## src/rtl/rv32i_enc.sv

```systemverilog
// rv32i_enc: streaming RV32I instruction encoder with output FIFO.
//   Packs {fmt, opcode, rd, rs1, rs2, funct3, funct7, imm} tuples into 32-bit
//   instruction words. Each word is queued together with a sequential word
//   address, which starts at BASE_ADDR and steps by 4.
// Ports:
//   clk, rst (async, active-high), flush (sync clear of FIFO and address)
//   in_valid/in_ready + in_* fields   : tuple input
//   out_valid/out_ready, out_instr/out_addr : FIFO head
//   count : FIFO occupancy; err : one-cycle pulse for a dropped tuple
// Config macro: RV32I_ENC_IMM_CHECK_EN enables range checking of in_imm.
module rv32i_enc #(
  parameter int          FIFO_DEPTH = 4,
  parameter logic [31:0] BASE_ADDR  = 32'h0000_0000
) (
  input  logic                          clk,
  input  logic                          rst,
  input  logic                          flush,
  input  logic                          in_valid,
  output logic                          in_ready,
  input  logic [2:0]                    in_fmt,
  input  logic [6:0]                    in_opcode,
  input  logic [4:0]                    in_rd,
  input  logic [4:0]                    in_rs1,
  input  logic [4:0]                    in_rs2,
  input  logic [2:0]                    in_funct3,
  input  logic [6:0]                    in_funct7,
  input  logic [31:0]                   in_imm,
  output logic                          out_valid,
  input  logic                          out_ready,
  output logic [31:0]                   out_instr,
  output logic [31:0]                   out_addr,
  output logic [$clog2(FIFO_DEPTH):0]   count,
  output logic                          err
);
  localparam int PW = $clog2(FIFO_DEPTH);
  localparam int CW = PW + 1;
  localparam logic [CW-1:0] FULL = CW'(FIFO_DEPTH);

  // Each entry holds {instr, addr}.
  logic [FIFO_DEPTH-1:0][63:0] mem_q, mem_d;
  logic [PW-1:0]               wr_ptr_q, wr_ptr_d, rd_ptr_q, rd_ptr_d;
  logic [CW-1:0]               count_q, count_d;
  logic [31:0]                 addr_q, addr_d;
  logic [63:0]                 last_q, last_d;
  logic                        err_q, err_d;

  logic [6:0]  op;
  logic [31:0] enc;
  logic        legal, accept, push, pop;

  // Opcode bits [1:0] are always forced to 2'b11.
  logic unused_ok;
  assign unused_ok = ^in_opcode[1:0];

  assign op = {in_opcode[6:2], 2'b11};

  always_comb begin
    enc   = 32'h0;
    legal = 1'b1;
    case (in_fmt)
      3'd0: enc = {in_funct7, in_rs2, in_rs1, in_funct3, in_rd, op};
      3'd1: enc = {in_imm[11:0], in_rs1, in_funct3, in_rd, op};
      3'd2: enc = {in_imm[11:5], in_rs2, in_rs1, in_funct3, in_imm[4:0], op};
      3'd3: enc = {in_imm[12], in_imm[10:5], in_rs2, in_rs1, in_funct3,
                   in_imm[4:1], in_imm[11], op};
      3'd4: enc = {in_imm[31:12], in_rd, op};
      3'd5: enc = {in_imm[20], in_imm[10:1], in_imm[11], in_imm[19:12], in_rd, op};
      default: legal = 1'b0;
    endcase
`ifdef RV32I_ENC_IMM_CHECK_EN
    case (in_fmt)
      3'd1, 3'd2: if (in_imm[31:11] != {21{in_imm[11]}}) legal = 1'b0;
      3'd3: if (in_imm[31:12] != {20{in_imm[12]}} || in_imm[0]) legal = 1'b0;
      3'd4: if (in_imm[11:0] != 12'h0) legal = 1'b0;
      3'd5: if (in_imm[31:20] != {12{in_imm[20]}} || in_imm[0]) legal = 1'b0;
      default: ;
    endcase
`endif
  end

  assign in_ready  = (count_q != FULL);
  assign out_valid = (count_q != '0);
  assign accept    = in_valid && in_ready;
  // Flush wins over everything presented in the same cycle, including err.
  assign push      = accept && legal && !flush;
  assign pop       = out_valid && out_ready && !flush;

  always_comb begin
    mem_d    = mem_q;
    wr_ptr_d = wr_ptr_q;
    rd_ptr_d = rd_ptr_q;
    count_d  = count_q;
    addr_d   = addr_q;
    // Remember the current head so the outputs hold once the FIFO drains.
    last_d   = out_valid ? mem_q[rd_ptr_q] : last_q;
    err_d    = accept && !legal && !flush;
    if (flush) begin
      wr_ptr_d = '0;
      rd_ptr_d = '0;
      count_d  = '0;
      addr_d   = BASE_ADDR;
    end else begin
      if (push) begin
        mem_d[wr_ptr_q] = {enc, addr_q};
        wr_ptr_d        = wr_ptr_q + 1'b1;
        addr_d          = addr_q + 32'd4;
      end
      if (pop) rd_ptr_d = rd_ptr_q + 1'b1;
      case ({push, pop})
        2'b10:   count_d = count_q + 1'b1;
        2'b01:   count_d = count_q - 1'b1;
        default: count_d = count_q;
      endcase
    end
  end

  always_ff @(posedge clk or posedge rst) begin
    if (rst) begin
      mem_q    <= '0;
      wr_ptr_q <= '0;
      rd_ptr_q <= '0;
      count_q  <= '0;
      addr_q   <= BASE_ADDR;
      last_q   <= '0;
      err_q    <= 1'b0;
    end else begin
      mem_q    <= mem_d;
      wr_ptr_q <= wr_ptr_d;
      rd_ptr_q <= rd_ptr_d;
      count_q  <= count_d;
      addr_q   <= addr_d;
      last_q   <= last_d;
      err_q    <= err_d;
    end
  end

  assign out_instr = out_valid ? mem_q[rd_ptr_q][63:32] : last_q[63:32];
  assign out_addr  = out_valid ? mem_q[rd_ptr_q][31:0]  : last_q[31:0];
  assign count     = count_q;
  assign err       = err_q;

endmodule

```

## config.mk

```make
export PLATFORM = sky130hd
export DESIGN_NAME = rv32i_enc
export DESIGN_NICKNAME = d
export VERILOG_FILES = /design/src/rtl/rv32i_enc.sv
export SDC_FILE = /design/constraint.sdc
export NUM_CORES = 1
export LEC_CHECK = 0
export BUFFER_PORTS_ARGS = -buffer_cell sky130_fd_sc_hd__clkbuf_2
export CAP_MARGIN = 15
export CORE_UTILIZATION = 45
export DETAILED_ROUTE_END_ITERATION = 12
export PLACE_DENSITY = 0.74
export SYNTH_ARGS = -nofsm -noshare
export SYNTH_HDL_FRONTEND = slang
export SYNTH_SLANG_ARGS = --single-unit
```

## constraint.sdc

```tcl
create_clock -name clk -period 10.9 [get_ports clk]
set_input_delay 1.09 -clock clk [delete_from_list [all_inputs] [get_ports clk]]
set_output_delay 1.09 -clock clk [all_outputs]
set_load 0.005 [all_outputs]
```

== Yosys cells after proc, flatten, opt, wreduce, memory -nomap -nowiden ==
Cells that the tools add are included.

* Flip-flop bits (word level): 360
* Input bits: 72
* Output and inout bits: 70
* Word-level logic and storage cells: 61

* Add/sub/neg operators: 5
* Order comparisons: 3
* Eq/ne operators: 8
* Muxes and demuxes: 17
* Bitwise gates (word level): 1
* Reduce and logical (&&, ||, !) cells: 17

{| class="wikitable"
|+ Operators by type and width
! operator !! number
|-
| 256-bit bitwise mux || 1
|-
| 32-bit case mux with 6 select lines || 1
|-
| 64-bit binary-select mux with 2-bit select || 1
|-
| 64-bit demux with 2-bit select || 1
|-
| 32-bit two-way mux || 4
|-
| 64-bit two-way mux || 2
|-
| 32-bit by 3-bit adder with 32-bit output, second input constant || 1
|-
| 1-bit logical AND || 8
|-
| 2-bit two-way mux || 4
|-
| 3-bit by 2-bit == test with 1-bit output, second input constant || 2
|-
| 3-bit == test, second input constant || 2
|-
| 2-bit by 3-bit less-than comparator with 1-bit output, second input constant || 2
|-
| 3-bit case mux with 2 select lines || 1
|-
| 3-bit nonzero test || 2
|-
| 6-bit OR reduction || 1
|-
| 2-bit by 1-bit adder with 2-bit output, second input constant || 2
|-
| 2-bit nonzero test || 2
|-
| 3-bit by 1-bit adder with 3-bit output, second input constant || 1
|-
| 3-bit by 1-bit == test with 1-bit output, second input constant || 1
|-
| 3-bit zero test || 1
|-
| 3-bit two-way mux || 1
|-
| 3-bit inequality test, second input constant || 1
|-
| 3-bit by 1-bit subtractor with 3-bit output, second input constant || 1
|-
| 2-bit by 1-bit == test with 1-bit output, second input constant || 1
|-
| 6 further kinds || 7
|}

== Longest topological paths before layout ==
Gate-level depths: netlist of the first run.

* Depth after elaboration: 8
* Mapped depth: 7
* Depth with buffers taken out: 6

== Worst setup path before layout of the first run ==
OpenSTA, ideal clock, no wires.

* Path kind: input port to flip-flop
* From: in flush
* To: reg count_q[1], in the netlist count[1]
* Library setup time: 0.078 ns
* Arrival: 2.808 ns
* Data required time: 10.822 ns
* Slack: 8.014 ns
* Stages: 7
* Path buffers: 3
* Cell sequence: clkbuf_1 -> buf_1 -> clkbuf_1 -> nor2_1 -> fa_1 -> a21bo_2 -> a21oi_1

* Word-level cells in the longest chain between the ends: 5
* Elaborated cells between the ends (all ways): 8
* Those cells by class: eq/ne (2); mux (2); reduce/logical (4)

{| class="wikitable"
|+ Ends and longest elaborated chain
! item !! line !! RTL
|-
| start, declared || 17 || <nowiki>input logic flush,</nowiki>
|-
| 1-bit zero test || 85, 86 ||
|-
| 1-bit logical AND (on tied branches) || 86, 85 ||
|-
| 2-bit by 1-bit == test with 1-bit output or 2-bit == test (tied branches) || 109 || <nowiki>case ({push, pop})</nowiki>
|-
| 3-bit case mux with 2 select lines || 109 ||
|-
| 3-bit two-way mux || 97 || <nowiki>if (flush) begin</nowiki>
|-
| end signal, assigned || 130 || <nowiki>count_q <= count_d;</nowiki>
|-
| end, declared || 42 || <nowiki>logic [CW-1:0] count_q, count_d;</nowiki>
|}

Parallel ways exist; a longest one is shown, timed or not.
A chain may end at the register's enable or synchronous reset.

== Final worst setup path of the first run ==
* From: reg rd_ptr_q[0]
* To: out out_addr[6]

* Word-level cells in the longest chain between the ends: 3

{| class="wikitable"
|+ Ends and longest elaborated chain
! item !! line !! RTL
|-
| start, declared || 41 || <nowiki>logic [PW-1:0] wr_ptr_q, wr_ptr_d, rd_ptr_q, rd_ptr_d;</nowiki>
|-
| start signal, assigned || 129 || <nowiki>rd_ptr_q <= rd_ptr_d;</nowiki>
|-
| 64-bit binary-select mux with 2-bit select || 138 || <nowiki>assign out_addr = out_valid ? mem_q[rd_ptr_q][31:0] : last_q[31:0];</nowiki>
|-
| 64-bit two-way mux (implied by the code) || 138 ||
|-
| 32-bit two-way mux || 138 ||
|-
| end, declared || 31 || <nowiki>output logic [31:0] out_addr,</nowiki>
|}

No other way between the ends. The select of a mux whose other input is x is not followed.

==> flow_summary.ini, run 1 <==
[global_route]
grt_pass1_vias = 10100
grt_util_all_layers_pct = 19.1
grt_overflow_total = 0
grt_start_max_net_pins = 202
antenna_found_initial = 0
grt_pass1_wl_um = 53700

[route]
viasPerCell = 5.51
finalWirelength_um = 32200
drt_iter0_markers = 676
dr_total_vias = 9642
first_pass_iters = 5
drt.antenna.violating_nets = 0
drt-wirelength-per-cell_um = 18.4
drcViolationCount = 0

[setup_path]
cp.buffers_inverters = 2
critPathKind = flip-flop to primary output
cpPeakStageDelay_ns = 0.80
cp.required_ns = 9.81
critPathLaunchType = flip-flop
reg2reg_from = count[0]
cp_top_family = multiplexers
cp-startpoint = rd_ptr_q[0]
end_kind = primary output
crit_chain = buf_4 -> mux4_2 -> mux2_2 -> clkbuf_2
cpMaxStageDelayCell = dfrtp_4
crit_fanout = 37
cp.arrival_ns = 3.13

[sta]
finClkSkew_ns = 0.0162
fmax_mhz = 237
period_needed_ns = 4.22
report.final.setup_viol = 0
worstMarginPinSlew_ns = 1.14
slew_headroom_pct = 23.8
fin_tns_setup_ns = 0
finalWorstSetupSlack_ns = 6.68
rsz0062_at_grt = no
slew_viol_final = 0
hold_ws_ns = 0.467
finalHoldViolCount = 0
finalCritPeriodShare_pct = 38.7

[clock_tree]
cts_root_buffer = clkbuf_16
clk_pin_slew_ns = 0.06
ctsHoldBuffers = 0
cts_tree = done
clk_latency_ns = 0.52
cts_buffer_depth = 3
postCtsSetupRepairBufs = 0
cts_made_buffers = 39
h-tree-depth = 2
cts_resized = 0
cts.sinks = 343

[synthesis]
synth_mux_area_share_pct = 23.6
synth_cells = 1177
synth_area_per_cell_um2 = 13.0
synth_cell_types = 53
synth_compound_area_share_pct = 7.63
yosys.area_share.adder_pct = 0.538
synth_flop_cell = dfrtp_1
synth_top_family_by_area = multiplexers
syn_area_um2 = 15400
synth-seq-cells = 343
yosys.area_share.xor_xnor_pct = 0.546
ys_warn_count = 0
synth_simple_gate_area_share_pct = 7.81
async_reset_ff_share_pct = 100
ys_seq_area_share_pct = 55.9
synth_enable_flop_cells = 0

[floorplanning]
dieHeight_um = 187
initial_core_util_pct = 45.8
core_um2 = 33500
pin_count = 142
die-area_um2 = 34900
rows = 67
die_x_um = 187

[cells_and_area]
fin_nets = 1350
layout.cells.most_common = dfrtp_1
multi_input_area_um2 = 6170
drive_gt1_share_pct = 36.3
regArea_um2 = 8590
fin_cells = 1750
fillers = 2825
n_antenna_cell = 0
area_growth_pct = 13.6
layout_common_cells = dfrtp_1, mux2_2, clkbuf_2

[power_and_ir_drop]
ir_worst_vdd_mv = 0.114
p_per_area_nw_per_um2 = 219
total_power_w = 0.00381
p_leak_nw = 8.11

[hold_path]
hold_class = flip-flop to flip-flop
hold_start = mem_q[97]

[placed_design]
post-dp-hpwl_um = 19300
gp_congestion = 0.777
numPortBuffers = 137
place_inst = 1679
pre_cts_ws_ns = 6.56

[outcome]
outcome = finished clean

[run]
maxCapViolations = 0
## layout make-up
cell class | count | area share, %
Timing Repair Buffer | 148 | 4.47
Inverter | 13 | 0.337
Sequential cell | 343 | 49.2
Multi-Input combinational cell | 727 | 35.4
Clock buffer | 62 | 6.90
Tap cell | 448 | 3.21
Clock inverter | 9 | 0.502
## routing by layer
| layer | GRT usage [%] | wire, µm |
|---|---|---|
| met1 | 26.2 | 14500 |
| met2 | 31.3 | 15700 |
| met3 | 3.05 | 1350 |
| met4 | 5.74 | 664 |
| met5 | 0 | 0 |
## path summary, 6_finish.rpt
kind,slack [ns],to,depth (start not counted)
hold / removal,0.47,mem_q[97],1
max in group asynchronous,8.46,mem_q[214],3
setup reg to reg,7.87,mem_q[147],5
hold reg to reg,0.47,mem_q[97],1
setup / recovery,6.68,out_addr[6],4
min in group asynchronous,0.75,last_q[8],2
## cell families after synthesis
| group | Yosys count |
|---|---|
| adders and majority gates | 6 |
| AOI/OAI and AO/OA | 205 |
| muxes | 261 |
| DFF | 343 |
| and+or+nand+nor | 245 |
| buffers and inverters | 108 |
| xor gates and xnor gates | 8 |
| other | 1 |
## state kept, by name (all words and copies together) (netlist names)
name and flops:
err 1, wr_ptr_q 2, mem_q 244, last_q 61, count 3, addr_q 30, rd_ptr_q 2
## synthesized netlist by cell type, drive strengths merged (4+ instances only)
cell type	count	area (µm²)
and2	5	31.3
nand4b	5	43.8
nor2b	21	131
or4	12	90.1
nor4	10	62.6
o31ai	12	90.1
a22oi	19	143
buf	69	459
ha	5	62.6
nand4	8	56.3
mux4	61	1370
o22a	5	43.8
nand2b	4	25.0
a21oi	28	140
dfrtp	343	8580
nand3	10	60.1
a22o	4	35.0
nand2	132	495
mux2i	7	70.1
o21ai	127	636
and4	4	35.0
inv	13	51.3
mux2	193	2170
clkbuf	26	106
nor2	24	92.6
or3	5	31.3
xnor2	5	43.8
## report_power, final
group | leakage [nW] | switching, W | internal (W) | total [W]
clock | 0.636 | 0.000507 | 0.000782 | 0.00129
sequential | 4.63 | 0.000138 | 0.00150 | 0.00164
combinational | 2.84 | 0.000424 | 0.000462 | 0.000885
total | 8.11 | 0.00107 | 0.00275 | 0.00381
## stage by stage
step           area (µm²)  util, %
5_1_grt             17400     52.0
4_1_cts             17400     52.0
3_5_place_dp        16200     48.2
2_1_floorplan       15400        -
3_3_place_gp        16200     48.2
6_report            17400     52.0
Power figures use the tool's default switching activity.
==> run 2, diff against run 1 <==
--- a/config.mk
+++ b/config.mk
@@ -5,11 +5,12 @@
 export SDC_FILE = /design/constraint.sdc
 export NUM_CORES = 1
 export LEC_CHECK = 0
+export ABC_AREA = 1
 export BUFFER_PORTS_ARGS = -buffer_cell sky130_fd_sc_hd__clkbuf_2
 export CAP_MARGIN = 15
 export CORE_UTILIZATION = 45
 export DETAILED_ROUTE_END_ITERATION = 12
-export PLACE_DENSITY = 0.74
+export PLACE_DENSITY = 0.71
 export SYNTH_ARGS = -nofsm -noshare
 export SYNTH_HDL_FRONTEND = slang
 export SYNTH_SLANG_ARGS = --single-unit
==> constraint.sdc (replaced) <==
create_clock -name clk -period 3.9 [get_ports clk]
set_input_delay 0.39 -clock clk [delete_from_list [all_inputs] [get_ports clk]]
set_output_delay 0.39 -clock clk [all_outputs]
set_load 0.005 [all_outputs]
==> run 2 against run 1 <==
  * Clock-buffer cell count decreased by 6
  * Synthesized cell count increased by 63%
  * Utilization increased by 0.25 points
  * Clock skew increased by 0.0045 ns
  * Sequential power increased to 2.9 times the previous value
  * Global-route usage increased by 2.9 points
  * Total power increased to 3.2 times the previous value
  * Wire length increased by 19%
  * Flip-flop and latch count unchanged
  * Area after synthesis increased by 1.6%
  * Setup slack got worse by 5.9 ns
  * Non-clock buffer count increased by 12
  * Critical endpoint is now out_instr[1]
==> flow_summary.ini, run 2 <==
[outcome]
outcome = finished clean

[floorplanning]
pin_count = 142
die-area_um2 = 35400
initial_core_util_pct = 46.1
rows = 67
dieHeight_um = 188
die_x_um = 188
core_um2 = 33900

[route]
first_pass_iters = 5
drt_iter0_markers = 845
drt-wirelength-per-cell_um = 15.5
viasPerCell = 5.22
drcViolationCount = 0
drt.antenna.violating_nets = 0
finalWirelength_um = 38300
dr_total_vias = 12900

[clock_tree]
clk_pin_slew_ns = 0.06
ctsHoldBuffers = 0
cts.sinks = 343
postCtsSetupRepairBufs = 0
clk_latency_ns = 0.53
cts_tree = done
cts_buffer_depth = 3
cts_made_buffers = 38
cts_root_buffer = clkbuf_16
cts_resized = 0
h-tree-depth = 2

[setup_path]
cp.arrival_ns = 2.74
crit_fanout = 44
reg2reg_from = count[0]
cp.required_ns = 3.51
r2r_cells = 13
end_kind = primary output
critPathKind = flip-flop to primary output
r2r_setup_slack_ns = 1.39
critPathLaunchType = flip-flop
r2r_end = count[2]

[cells_and_area]
drive_gt1_share_pct = 11.8
largest_reg_flops = 244
fillers = 3142
reg_top3 = mem_q: 244 flops, last_q: 61 flops, addr_q: 30 flops
n_antenna_cell = 0
fin_nets = 2078
largest_register = mem_q
layout.cells.most_common = nand2_1
area_growth_pct = 13.5
layout_common_cells = nand2_1, dfrtp_1, nor2_1

[synthesis]
async_reset_ff_share_pct = 100
syn_area_um2 = 15600
synth_commonest_cells = nand2_1, dfrtp_1, nor2_1, o21ai_0, o21ai_1
yosys.area.top_type = dfrtp_1
yosysTopAreaCellShare_pct = 55.0
synth_area_per_cell_um2 = 8.14
synth_cells = 1917
ys_seq_area_share_pct = 55.0
ys_warn_count = 0
synth_cell_types = 31
synth_enable_flop_cells = 0
synth-seq-cells = 343
yosys-top-cells-area = dfrtp_1, nand2_1, nor2_1
synth_flop_cell = dfrtp_1
post-synth-top-count-cell = nand2_1

[sta]
period_needed_ns = 3.13
finalCritPeriodShare_pct = 80.4
report.final.setup_viol = 0
rsz0062_at_grt = no
slew_viol_final = 0
fmax_mhz = 319
finalHoldViolCount = 0
slew_headroom_pct = 37.5
hold_ws_ns = 0.0535
worstMarginPinSlew_ns = 0.937
finClkSkew_ns = 0.0207

[power_and_ir_drop]
p_leak_nw = 8.19
p_per_area_nw_per_um2 = 685
total_power_w = 0.0121
ir_worst_vdd_mv = 0.744

[global_route]
grt_pass1_vias = 12700
grt_util_all_layers_pct = 22.0
antenna_found_initial = 0
grt_pass1_wl_um = 63700
grt_start_max_net_pins = 95
grt_overflow_total = 0

[placed_design]
gp_congestion = 0.890
numPortBuffers = 137
post-dp-hpwl_um = 23800

[run]
maxCapViolations = 0

[hold_path]
hold_class = input port to asynchronous set/reset pin
[run 2: cell count changes after synthesis, sizes merged, moves of 30 or more]
cell   delta
nand2   +385
o21ai   +193
mux2    -193
a31oi    +62
mux4     -61
nor2    +287
inv     +103
nand3    +30
[run 2: per-stage QoR]
stage	util [%]	setup slack [ns]	std cells	area [µm²]	setup TNS, ns
3_3_place_gp	48.6	1.37	2408	16500	0
5_1_grt	52.3	0.622	2476	17700	0
3_5_place_dp	48.6	1.35	2408	16500	0
6_report	52.3	0.765	2476	17700	0
2_1_floorplan	-	-1.08	1918	15600	-369.93
4_1_cts	52.3	0.782	2476	17700	0
[run 2: critical path, stage by stage (launching register included)]
cell,delay [ns]
dfrtp_2,0.36
buf_4,0.46
buf_4,0.56
o211ai_1,0.17
a31oi_1,0.43
clkbuf_2,0.20
[run 2: worst max-delay path by stage]
stage	from	end	cells past startpoint
after CTS	rd_ptr_q[1]	out_addr[30]	6
after global placement	rd_ptr_q[1]	out_instr[1]	5
after detailed placement	rd_ptr_q[1]	out_instr[1]	5
final	rd_ptr_q[1]	out_instr[1]	5
after global routing	rd_ptr_q[1]	out_addr[28]	6
after floorplan	rst	addr_q[10]	1
[run 2: logic make-up (layout without fill, tap and decap cells)]
family | after synthesis | after routing | share of synthesized area, %
AO/OA/AOI/OAI | 445 | 445 | 15.2
XOR/XNOR | 1 | 1 | 0.0561
adder cells (fa/ha/maj) | 6 | 6 | 0.529
buffers and inverters | 235 | 345 | 7.06
flip-flops | 343 | 343 | 55.0
other | 1 | 2 | 0.0240
AND/OR/NAND/NOR | 886 | 886 | 22.2
[run 2: area by class of cell]
cell class | instances | area, µm² | share of cell area (%)
inverters | 117 | 443 | 2.50
multi-input cells | 1340 | 5940 | 33.6
clock buffers | 56 | 1100 | 6.21
flip-flops and latches | 343 | 8590 | 48.5
repair buffers | 160 | 933 | 5.27
well taps | 448 | 561 | 3.17
clock inverters | 12 | 139 | 0.784
[run 2: layer usage]
metal	track usage, %	up-vias	part of all wire [%]
met4	6.57	0	2.2
li1	-	6373	-
met5	0	-	0
met3	3.95	67	5.9
met2	36.0	389	47
met1	29.7	6108	45
[run 2: where the power goes]
part           internal [W]  switching (W)
registers           0.00445       0.000380
clock network       0.00210        0.00143
logic               0.00136        0.00241
total               0.00791        0.00422
